## src/rtl/conv_pkg.sv

```systemverilog
// Shared constants and types for the 3x3 multi-channel convolution block.
// Holds the datapath widths, the frame-sequencer dimensions and the
// sequencer state encoding.
package conv_pkg;

  localparam int DATA_W  = 8;
  localparam int ACC_W   = 20;
  localparam int IN_CH   = 4;
  localparam int OUT_CH  = 8;

  localparam int COORD_W = 10;
  localparam int CREDITS = 4;
  localparam int INFL_W  = 6;
  localparam int MIN_DIM = 3;

  typedef enum logic [2:0] {
    S_IDLE  = 3'd0,
    S_WLOAD = 3'd1,
    S_RUN   = 3'd2,
    S_DRAIN = 3'd3,
    S_DONE  = 3'd4
  } sched_state_t;

endpackage

```

## src/rtl/conv_sched_if.sv

```systemverilog
// Window/datapath handshake bundle between conv_sched and its neighbours.
//   wload_req/wload_ack : weight-bank refresh handshake
//   win_rdy             : fetcher has the window at win_row/win_col
//   win_valid/row/col   : window issue to the datapath valid_in
//   res_valid           : datapath valid_out, one bit per output channel
//   credit_ret          : output buffer consumed one result
// master = scheduler side, slave = fetcher/datapath/output-buffer side.
interface conv_sched_if #(
  parameter int COORD_W = conv_pkg::COORD_W,
  parameter int OUT_CH  = conv_pkg::OUT_CH
);
  logic               wload_req;
  logic               wload_ack;
  logic               win_rdy;
  logic               win_valid;
  logic [COORD_W-1:0] win_row;
  logic [COORD_W-1:0] win_col;
  logic [OUT_CH-1:0]  res_valid;
  logic               credit_ret;

  modport master (
    output wload_req, win_valid, win_row, win_col,
    input  wload_ack, win_rdy, res_valid, credit_ret
  );

  modport slave (
    input  wload_req, win_valid, win_row, win_col,
    output wload_ack, win_rdy, res_valid, credit_ret
  );
endinterface

```

## src/rtl/conv_sched_credit.sv

```systemverilog
// Up/down counter saturating at 0 and MAX. inc and dec together leave the
// count unchanged; a step that would cross a bound is dropped.
//   clk, rstn : clock, async active-low reset (count returns to RST_VAL)
//   inc, dec  : count up / count down requests
//   cnt       : current count
module conv_sched_credit #(
  parameter int WIDTH   = 6,
  parameter int MAX     = 4,
  parameter int RST_VAL = 0
) (
  input  logic             clk,
  input  logic             rstn,
  input  logic             inc,
  input  logic             dec,
  output logic [WIDTH-1:0] cnt
);
  localparam logic [WIDTH-1:0] MAX_V = WIDTH'(MAX);
  localparam logic [WIDTH-1:0] RST_V = WIDTH'(RST_VAL);

  always_ff @(posedge clk or negedge rstn) begin
    if (!rstn) begin
      cnt <= RST_V;
    end else if (inc && !dec && cnt != MAX_V) begin
      cnt <= cnt + WIDTH'(1);
    end else if (dec && !inc && cnt != '0) begin
      cnt <= cnt - WIDTH'(1);
    end
  end
endmodule

```

## src/rtl/conv_sched.sv

```systemverilog
// Frame sequencer for the 3x3 convolution datapath: weight-bank load, then a
// raster scan of every valid 3x3 window, flow-controlled by output-buffer
// credits; done is signalled once every issued result has come back.
//   clk, rstn     : clock, async active-low reset
//   start         : frame start pulse; cfg_w/cfg_h latched when accepted
//   busy/done     : frame in progress / one-cycle end-of-frame pulse
//   cfg_err       : one-cycle pulse for a start with a dimension below 3
//   sync_err      : sticky, res_valid lanes disagreed
//   bus (master)  : weight-load, window-issue, result and credit handshakes
//
// state | meaning
// IDLE  | waiting for start
// WLOAD | weight-bank refresh requested, waiting for wload_ack
// RUN   | issuing windows in raster order
// DRAIN | all windows issued, waiting for in-flight results
// DONE  | one-cycle done pulse
module conv_sched #(
  parameter int COORD_W = conv_pkg::COORD_W,
  parameter int OUT_CH  = conv_pkg::OUT_CH,
  parameter int CREDITS = conv_pkg::CREDITS,
  parameter int INFL_W  = conv_pkg::INFL_W
) (
  input  logic               clk,
  input  logic               rstn,
  input  logic               start,
  input  logic [COORD_W-1:0] cfg_w,
  input  logic [COORD_W-1:0] cfg_h,
  output logic               busy,
  output logic               done,
  output logic               cfg_err,
  output logic               sync_err,
  conv_sched_if.master       bus
);
  import conv_pkg::*;

  sched_state_t       state_q, state_d;
  logic [COORD_W-1:0] w_lim_q, w_lim_d, h_lim_q, h_lim_d;
  logic [COORD_W-1:0] row_q, row_d, col_q, col_d;
  logic [COORD_W-1:0] win_row_q, win_row_d, win_col_q, win_col_d;
  logic               win_valid_q, win_valid_d;
  logic               busy_d, done_d, cfg_err_d, wload_req_q, wload_req_d, sync_err_d;
  logic [INFL_W-1:0]  credits, infl;
  logic [OUT_CH-1:0]  res;
  logic               issue, cfg_ok, res_split;

  assign res       = bus.res_valid;
  assign res_split = (res != '0) && (res != {OUT_CH{1'b1}});
  assign issue     = (state_q == S_RUN) && bus.win_rdy && (credits != '0);
  assign cfg_ok    = (cfg_w >= COORD_W'(MIN_DIM)) && (cfg_h >= COORD_W'(MIN_DIM));

  conv_sched_credit #(.WIDTH(INFL_W), .MAX(CREDITS), .RST_VAL(CREDITS)) u_credit (
    .clk(clk), .rstn(rstn), .inc(bus.credit_ret), .dec(issue), .cnt(credits)
  );

  conv_sched_credit #(.WIDTH(INFL_W), .MAX((1 << INFL_W) - 1), .RST_VAL(0)) u_infl (
    .clk(clk), .rstn(rstn), .inc(issue), .dec(res[0]), .cnt(infl)
  );

  always_comb begin
    state_d     = state_q;
    w_lim_d     = w_lim_q;
    h_lim_d     = h_lim_q;
    row_d       = row_q;
    col_d       = col_q;
    win_row_d   = win_row_q;
    win_col_d   = win_col_q;
    win_valid_d = 1'b0;
    cfg_err_d   = 1'b0;
    case (state_q)
      S_IDLE: begin
        if (start) begin
          if (cfg_ok) begin
            // limits are the last valid top-left coordinate
            w_lim_d = cfg_w - COORD_W'(MIN_DIM);
            h_lim_d = cfg_h - COORD_W'(MIN_DIM);
            state_d = S_WLOAD;
          end else begin
            cfg_err_d = 1'b1;
          end
        end
      end
      S_WLOAD: begin
        if (bus.wload_ack) begin
          row_d   = '0;
          col_d   = '0;
          state_d = S_RUN;
        end
      end
      S_RUN: begin
        if (issue) begin
          win_valid_d = 1'b1;
          win_row_d   = row_q;
          win_col_d   = col_q;
          if (col_q == w_lim_q) begin
            col_d = '0;
            row_d = row_q + COORD_W'(1);
            if (row_q == h_lim_q) state_d = S_DRAIN;
          end else begin
            col_d = col_q + COORD_W'(1);
          end
        end
      end
      S_DRAIN: begin
        if (infl == '0 && res == '0) state_d = S_DONE;
      end
      S_DONE:  state_d = S_IDLE;
      default: state_d = S_IDLE;
    endcase
    busy_d      = (state_d == S_WLOAD) || (state_d == S_RUN) || (state_d == S_DRAIN);
    done_d      = (state_d == S_DONE);
    wload_req_d = (state_d == S_WLOAD);
    sync_err_d  = sync_err | res_split;
  end

  always_ff @(posedge clk or negedge rstn) begin
    if (!rstn) begin
      state_q     <= S_IDLE;
      w_lim_q     <= '0;
      h_lim_q     <= '0;
      row_q       <= '0;
      col_q       <= '0;
      win_row_q   <= '0;
      win_col_q   <= '0;
      win_valid_q <= 1'b0;
      busy        <= 1'b0;
      done        <= 1'b0;
      cfg_err     <= 1'b0;
      wload_req_q <= 1'b0;
      sync_err    <= 1'b0;
    end else begin
      state_q     <= state_d;
      w_lim_q     <= w_lim_d;
      h_lim_q     <= h_lim_d;
      row_q       <= row_d;
      col_q       <= col_d;
      win_row_q   <= win_row_d;
      win_col_q   <= win_col_d;
      win_valid_q <= win_valid_d;
      busy        <= busy_d;
      done        <= done_d;
      cfg_err     <= cfg_err_d;
      wload_req_q <= wload_req_d;
      sync_err    <= sync_err_d;
    end
  end

  assign bus.win_valid = win_valid_q;
  assign bus.win_row   = win_row_q;
  assign bus.win_col   = win_col_q;
  assign bus.wload_req = wload_req_q;
endmodule

```

## src/flat_wrapper.sv

```systemverilog
// flat-port wrapper written by rule: the top's interface ports become plain ports
module conv_sched_flat import conv_pkg::*;
#(
  parameter int COORD_W = conv_pkg::COORD_W,
  parameter int OUT_CH  = conv_pkg::OUT_CH,
  parameter int CREDITS = conv_pkg::CREDITS,
  parameter int INFL_W  = conv_pkg::INFL_W
)
  (clk, rstn, start, cfg_w, cfg_h, busy, done, cfg_err, sync_err, bus_wload_req, bus_win_valid, bus_win_row, bus_win_col, bus_wload_ack, bus_win_rdy, bus_res_valid, bus_credit_ret);
  conv_sched_if #(.COORD_W(COORD_W), .OUT_CH(OUT_CH)) bus_i ();
  input  logic clk;
  input  logic rstn;
  input  logic start;
  input  logic [COORD_W-1:0] cfg_w;
  input  logic [COORD_W-1:0] cfg_h;
  output logic busy;
  output logic done;
  output logic cfg_err;
  output logic sync_err;
  output wire logic [$bits(bus_i.wload_req)-1:0] bus_wload_req;
  output wire logic [$bits(bus_i.win_valid)-1:0] bus_win_valid;
  output wire logic [$bits(bus_i.win_row)-1:0] bus_win_row;
  output wire logic [$bits(bus_i.win_col)-1:0] bus_win_col;
  input wire logic [$bits(bus_i.wload_ack)-1:0] bus_wload_ack;
  input wire logic [$bits(bus_i.win_rdy)-1:0] bus_win_rdy;
  input wire logic [$bits(bus_i.res_valid)-1:0] bus_res_valid;
  input wire logic [$bits(bus_i.credit_ret)-1:0] bus_credit_ret;
  assign bus_wload_req = bus_i.wload_req;
  assign bus_win_valid = bus_i.win_valid;
  assign bus_win_row = bus_i.win_row;
  assign bus_win_col = bus_i.win_col;
  assign bus_i.wload_ack = bus_wload_ack;
  assign bus_i.win_rdy = bus_win_rdy;
  assign bus_i.res_valid = bus_res_valid;
  assign bus_i.credit_ret = bus_credit_ret;
  conv_sched #(.COORD_W(COORD_W), .OUT_CH(OUT_CH), .CREDITS(CREDITS), .INFL_W(INFL_W)) u_core (.clk(clk), .rstn(rstn), .start(start), .cfg_w(cfg_w), .cfg_h(cfg_h), .busy(busy), .done(done), .cfg_err(cfg_err), .sync_err(sync_err), .bus(bus_i));
endmodule
```

## config.mk

```make
export PLATFORM = sky130hd
export DESIGN_NAME = conv_sched_flat
export DESIGN_NICKNAME = d
export VERILOG_FILES = /design/src/rtl/conv_pkg.sv /design/src/rtl/conv_sched_if.sv /design/src/rtl/conv_sched_credit.sv /design/src/rtl/conv_sched.sv /design/src/flat_wrapper.sv
export SDC_FILE = /design/constraint.sdc
export NUM_CORES = 1
export LEC_CHECK = 0
export CAP_MARGIN = 20
export CORE_MARGIN = 3
export CORE_UTILIZATION = 40
export DETAILED_ROUTE_END_ITERATION = 8
export PLACE_DENSITY_LB_ADDON = 0.05
export RECOVER_POWER = 100
export SYNTH_ARGS = -nofsm -noshare
export SYNTH_HDL_FRONTEND = slang
export SYNTH_SLANG_ARGS = --single-unit
```

## constraint.sdc

```tcl
create_clock -name clk -period 3 [get_ports clk]
set_input_delay 0.45 -clock clk [delete_from_list [all_inputs] [get_ports clk]]
set_output_delay 0.45 -clock clk [all_outputs]
set_load 0.05 [all_outputs]
```

==> impl_metrics.prom <==
# TYPE chip_impl_metric gauge
chip_impl_info{name="outcome",value="completed"} 1
chip_impl_metric{name="final-seq-area",unit="um2"} 2030
chip_impl_metric{name="cellLeakagePower",unit="nW"} 2.33
chip_impl_metric{name="drt_drc_violations_left",unit=""} 0
chip_impl_metric{name="wirelength",unit="um"} 9270
chip_impl_metric{name="dp_hpwl",unit="um"} 6750
chip_impl_metric{name="num_vias",unit=""} 3408
chip_impl_metric{name="worst_r2r_path_depth",unit=""} 9
chip_impl_metric{name="cts-buffers-inserted",unit=""} 9
chip_impl_info{name="reg2reg_start",value="u_core.u_credit.cnt[3]"} 1
chip_impl_metric{name="maximum_number_of_pins_on_one_net_before_global_route_repair",unit=""} 82
chip_impl_metric{name="critical_path_cell_count",unit=""} 6
chip_impl_metric{name="synth_sequential_area_ratio",unit="%"} 46.9
chip_impl_metric{name="grt_pass1_vias",unit=""} 3372
chip_impl_metric{name="antenna_cells",unit=""} 0
chip_impl_metric{name="drt-vias-per-instance",unit=""} 5.21
chip_impl_metric{name="grt_usage",unit="%"} 17.1
chip_impl_metric{name="clk_transition_reported_paths",unit="ps"} 80
chip_impl_metric{name="place_area",unit="um2"} 5090
chip_impl_metric{name="max-slew-margin-rel",unit="%"} 39.9
chip_impl_metric{name="drt.antenna.violating_nets",unit=""} 0
chip_impl_info{name="critical_path_class",value="in -> reg"} 1
chip_impl_metric{name="growth_of_design_area_from_synthesis_to_finish",unit="%"} 22.6
chip_impl_metric{name="cp_max_fo",unit=""} 18
chip_impl_metric{name="grt-ovfl-total",unit=""} 0
chip_impl_metric{name="cts_max_path_buffers",unit=""} 2
chip_impl_metric{name="netlist_area",unit="um2"} 4320
chip_impl_metric{name="routed_wire_length_per_instance",unit="um"} 14.2
chip_impl_info{name="cts.root.buffer_cell",value="clkbuf_8"} 1
chip_impl_metric{name="cpPeakStageDelay",unit="ps"} 600
chip_impl_metric{name="critical_path_arrival",unit="ps"} 3060
chip_impl_info{name="final_common_cell",value="nand2_1"} 1
chip_impl_metric{name="final_nets",unit=""} 561
chip_impl_metric{name="timing.setup.tns",unit="ps"} 0
chip_impl_metric{name="grt_pass1_wl",unit="um"} 16300
chip_impl_metric{name="final_layout_size_suffix_gt1_share",unit="%"} 8.69
chip_impl_metric{name="min_period_over_period",unit="%"} 94.4
chip_impl_metric{name="synth-seq-cells",unit=""} 81
chip_impl_metric{name="drv.max_cap_violation_count",unit=""} 0
chip_impl_metric{name="place.gp.congestion",unit=""} 0.799
chip_impl_metric{name="die_y",unit="um"} 110
chip_impl_metric{name="fp.dieW",unit="um"} 110
chip_impl_metric{name="start_util",unit="%"} 41.5
chip_impl_metric{name="instances_no_fill",unit=""} 654
chip_impl_info{name="worstHoldPathType",value="reg -> reg"} 1
chip_impl_metric{name="final-max-slew-violation-count",unit=""} 0
chip_impl_metric{name="finalHoldViolCount",unit=""} 0
chip_impl_metric{name="postSynthAreaPerCell",unit="um2"} 9.72
chip_impl_info{name="crit_start",value="cfg_w[3]"} 1
chip_impl_metric{name="critical_path.n_buffers_inverters",unit=""} 2
chip_impl_metric{name="synthArstFlopShare",unit="%"} 100
chip_impl_metric{name="timing.critical_path.required",unit="ps"} 3230
chip_impl_metric{name="synthesized_instance_count",unit=""} 445
chip_impl_info{name="mostFrequentLayoutCells",value="nand2_1 (97), dfrtp_1 (80), xnor2_1 (37), dlygate4sd3_1 (30), clkdlybuf4s50_1 (29)"} 1
chip_impl_metric{name="detail_route.first_pass.iterations",unit=""} 4
chip_impl_metric{name="reg2reg_slack",unit="ps"} 200
chip_impl_metric{name="maxClockFrequency",unit="MHz"} 353
chip_impl_info{name="cpMostUsedCell",value="or4_1"} 1
chip_impl_metric{name="core_box_area",unit="um2"} 10400
chip_impl_info{name="cp-end-kind",value="register"} 1
chip_impl_metric{name="setup_viol",unit=""} 0
chip_impl_info{name="dominant_register_cell_in_the_synthesized_netlist",value="dfrtp_1"} 1
chip_impl_info{name="tritoncts_clock_tree",value="yes"} 1
chip_impl_metric{name="floorplan.io_pins",unit=""} 60
chip_impl_metric{name="io_buffer_count",unit=""} 59
chip_impl_metric{name="n_fill_cell",unit=""} 990
chip_impl_metric{name="yosysWarningCount",unit=""} 0
chip_impl_info{name="worst_setup_path_start_kind",value="input port"} 1
chip_impl_metric{name="die_area",unit="um2"} 12100
chip_impl_metric{name="worstMarginPinSlew",unit="ps"} 901
chip_impl_info{name="cp-endpoint",value="u_core.w_lim_q[4]"} 1
chip_impl_info{name="critical_path.reg2reg.endpoint",value="u_core.u_credit.cnt[5]"} 1
chip_impl_metric{name="utilization",unit="%"} 50.9
chip_impl_info{name="crit_path_top_delay_cell",value="dlygate4sd3_1"} 1
chip_impl_metric{name="multi_input_comb_area",unit="um2"} 2180
chip_impl_metric{name="post-place-cells",unit=""} 636
chip_impl_info{name="cp_top_family",value="simple AND/OR/NAND/NOR gates"} 1
chip_impl_metric{name="grt_antenna_before_repair",unit=""} 0
chip_impl_info{name="rsz0062_at_grt",value="no"} 1
chip_impl_metric{name="placementRows",unit=""} 37
chip_impl_metric{name="ir_worst_vdd",unit="V"} 0.000427
chip_impl_metric{name="cts_htree_levels",unit=""} 3
chip_impl_metric{name="cts.sinks",unit=""} 81
chip_impl_metric{name="net_count_after_synthesis",unit=""} 493
chip_impl_metric{name="drt_iter0_markers",unit=""} 138
chip_impl_metric{name="clk-insertion-delay-late",unit="ps"} 350
chip_impl_metric{name="synth_edf_count",unit=""} 0
chip_impl_metric{name="yosys.cell_types.count",unit=""} 56
chip_impl_metric{name="post-route-cell-area",unit="um2"} 5300
chip_impl_info{name="cp_cell_sequence",value="dlygate4sd3_1 -> or4_1 -> or4_1 -> o211ai_1 -> clkbuf_2 -> o21ai_0"} 1
chip_impl_metric{name="finalWorstPathRequiredPeriod",unit="ps"} 2830
chip_impl_metric{name="power_density",unit="nW/um2"} 758
chip_impl_metric{name="fin_skew",unit="ps"} 5.47
area by class of cell:
class | instances | area share (%)
timing repair buffer | 74 | 12.9
sequential | 81 | 38.3
tap | 136 | 3.21
clock inverter | 7 | 1.79
multi-input combinational | 342 | 41.1
clock buffer | 9 | 2.34
inverter | 5 | 0.354
cell families (layout without fill, tap and decap cells):
| logic type | count (synthesis) | count (layout) | synth area share (%) |
|---|---|---|---|
| adder cells (fa/ha/maj) | 14 | 14 | 4.40 |
| flip-flops | 81 | 81 | 46.9 |
| AND/OR/NAND/NOR | 181 | 181 | 20.1 |
| multiplexers | 16 | 16 | 4.02 |
| AO/OA/AOI/OAI | 85 | 85 | 12.9 |
| buffers and inverters | 22 | 95 | 2.40 |
| XOR/XNOR | 46 | 46 | 9.32 |
metrics by stage:
stage	power (mW)	hold WS, ps	setup slack [ps]
after floorplan	2.73	154	167
after global placement	3.16	454	172
after detailed placement	3.20	466	77.7
after CTS	4.09	304	71.9
after global routing	4.34	505	0.600
final	4.02	471	167
routing by layer:
layer  track usage (%)  vias up  share of wire (%)
met1              25.1     1603                 52
li1                  -     1726                  -
met5                 0        -                  0
met2              25.4       69                 43
met3              2.50       10                3.9
met4              6.68        0                1.5
tightest hold or removal path, delay by kind of cell, from the launching register on:
| kind | cells | cell delay (ps) |
|---|---|---|
| DFF | 1 | 340 |
| and+or+nand+nor | 2 | 100 |
synth_stat cells (7+ instances only):
cell type | instances | share of area (%)
ha_1 | 12 | 3.5
nand3_1 | 10 | 1.2
xnor2_1 | 37 | 7.5
nand2_1 | 97 | 8.4
nand4_1 | 9 | 1.3
o31ai_1 | 7 | 1.2
dfrtp_1 | 80 | 46
nor2_1 | 15 | 1.3
nor4_1 | 9 | 1.3
o21ai_0 | 25 | 2.9
o21ai_1 | 7 | 0.81
a21oi_1 | 17 | 2.0
xor2_1 | 9 | 1.8
nor3_1 | 11 | 1.3
clkbuf_1 | 9 | 0.78
mux2_2 | 9 | 2.3
power breakdown:
group	internal (mW)	switching [mW]
sequential	1.34	0.269
combinational	0.702	0.835
clock	0.468	0.402
sequential cells by signal, indices dropped and copies added (netlist names), 3 cells and up:
signal               cells
u_core.bus.win_row      10
u_core.bus.win_col      10
u_core.row_q            10
u_core.h_lim_q          10
u_core.state_q           3
u_core.col_q            10
u_core.u_infl.cnt        6
u_core.u_credit.cnt      6
u_core.w_lim_q          10
repair_timing:
action	CTS	global route
endpoints found under the hold margin	0	14
hold buffers	0	1
resized for setup	0	1
buffers inserted	0	0
setup endpoints to repair	0	1
how the worst min path moves through the flow:
| stage | slack [ps] | start | to | cells after the start |
|---|---|---|---|---|
| after detailed placement | 470 | u_core.bus.win_row[0] | u_core.bus.win_row[0] | 2 |
| after CTS | 300 | rstn | u_core.u_infl.cnt[0] | 1 |
| final | 470 | u_core.bus.win_row[0] | u_core.bus.win_row[0] | 2 |
| after floorplan | 150 | rstn | u_core.bus.win_col[0] | 0 |
| after global routing | 510 | u_core.bus.win_col[6] | u_core.bus.win_col[6] | 2 |
| after global placement | 450 | u_core.sync_err | u_core.sync_err | 1 |
(Power assumes the default switching activity.)
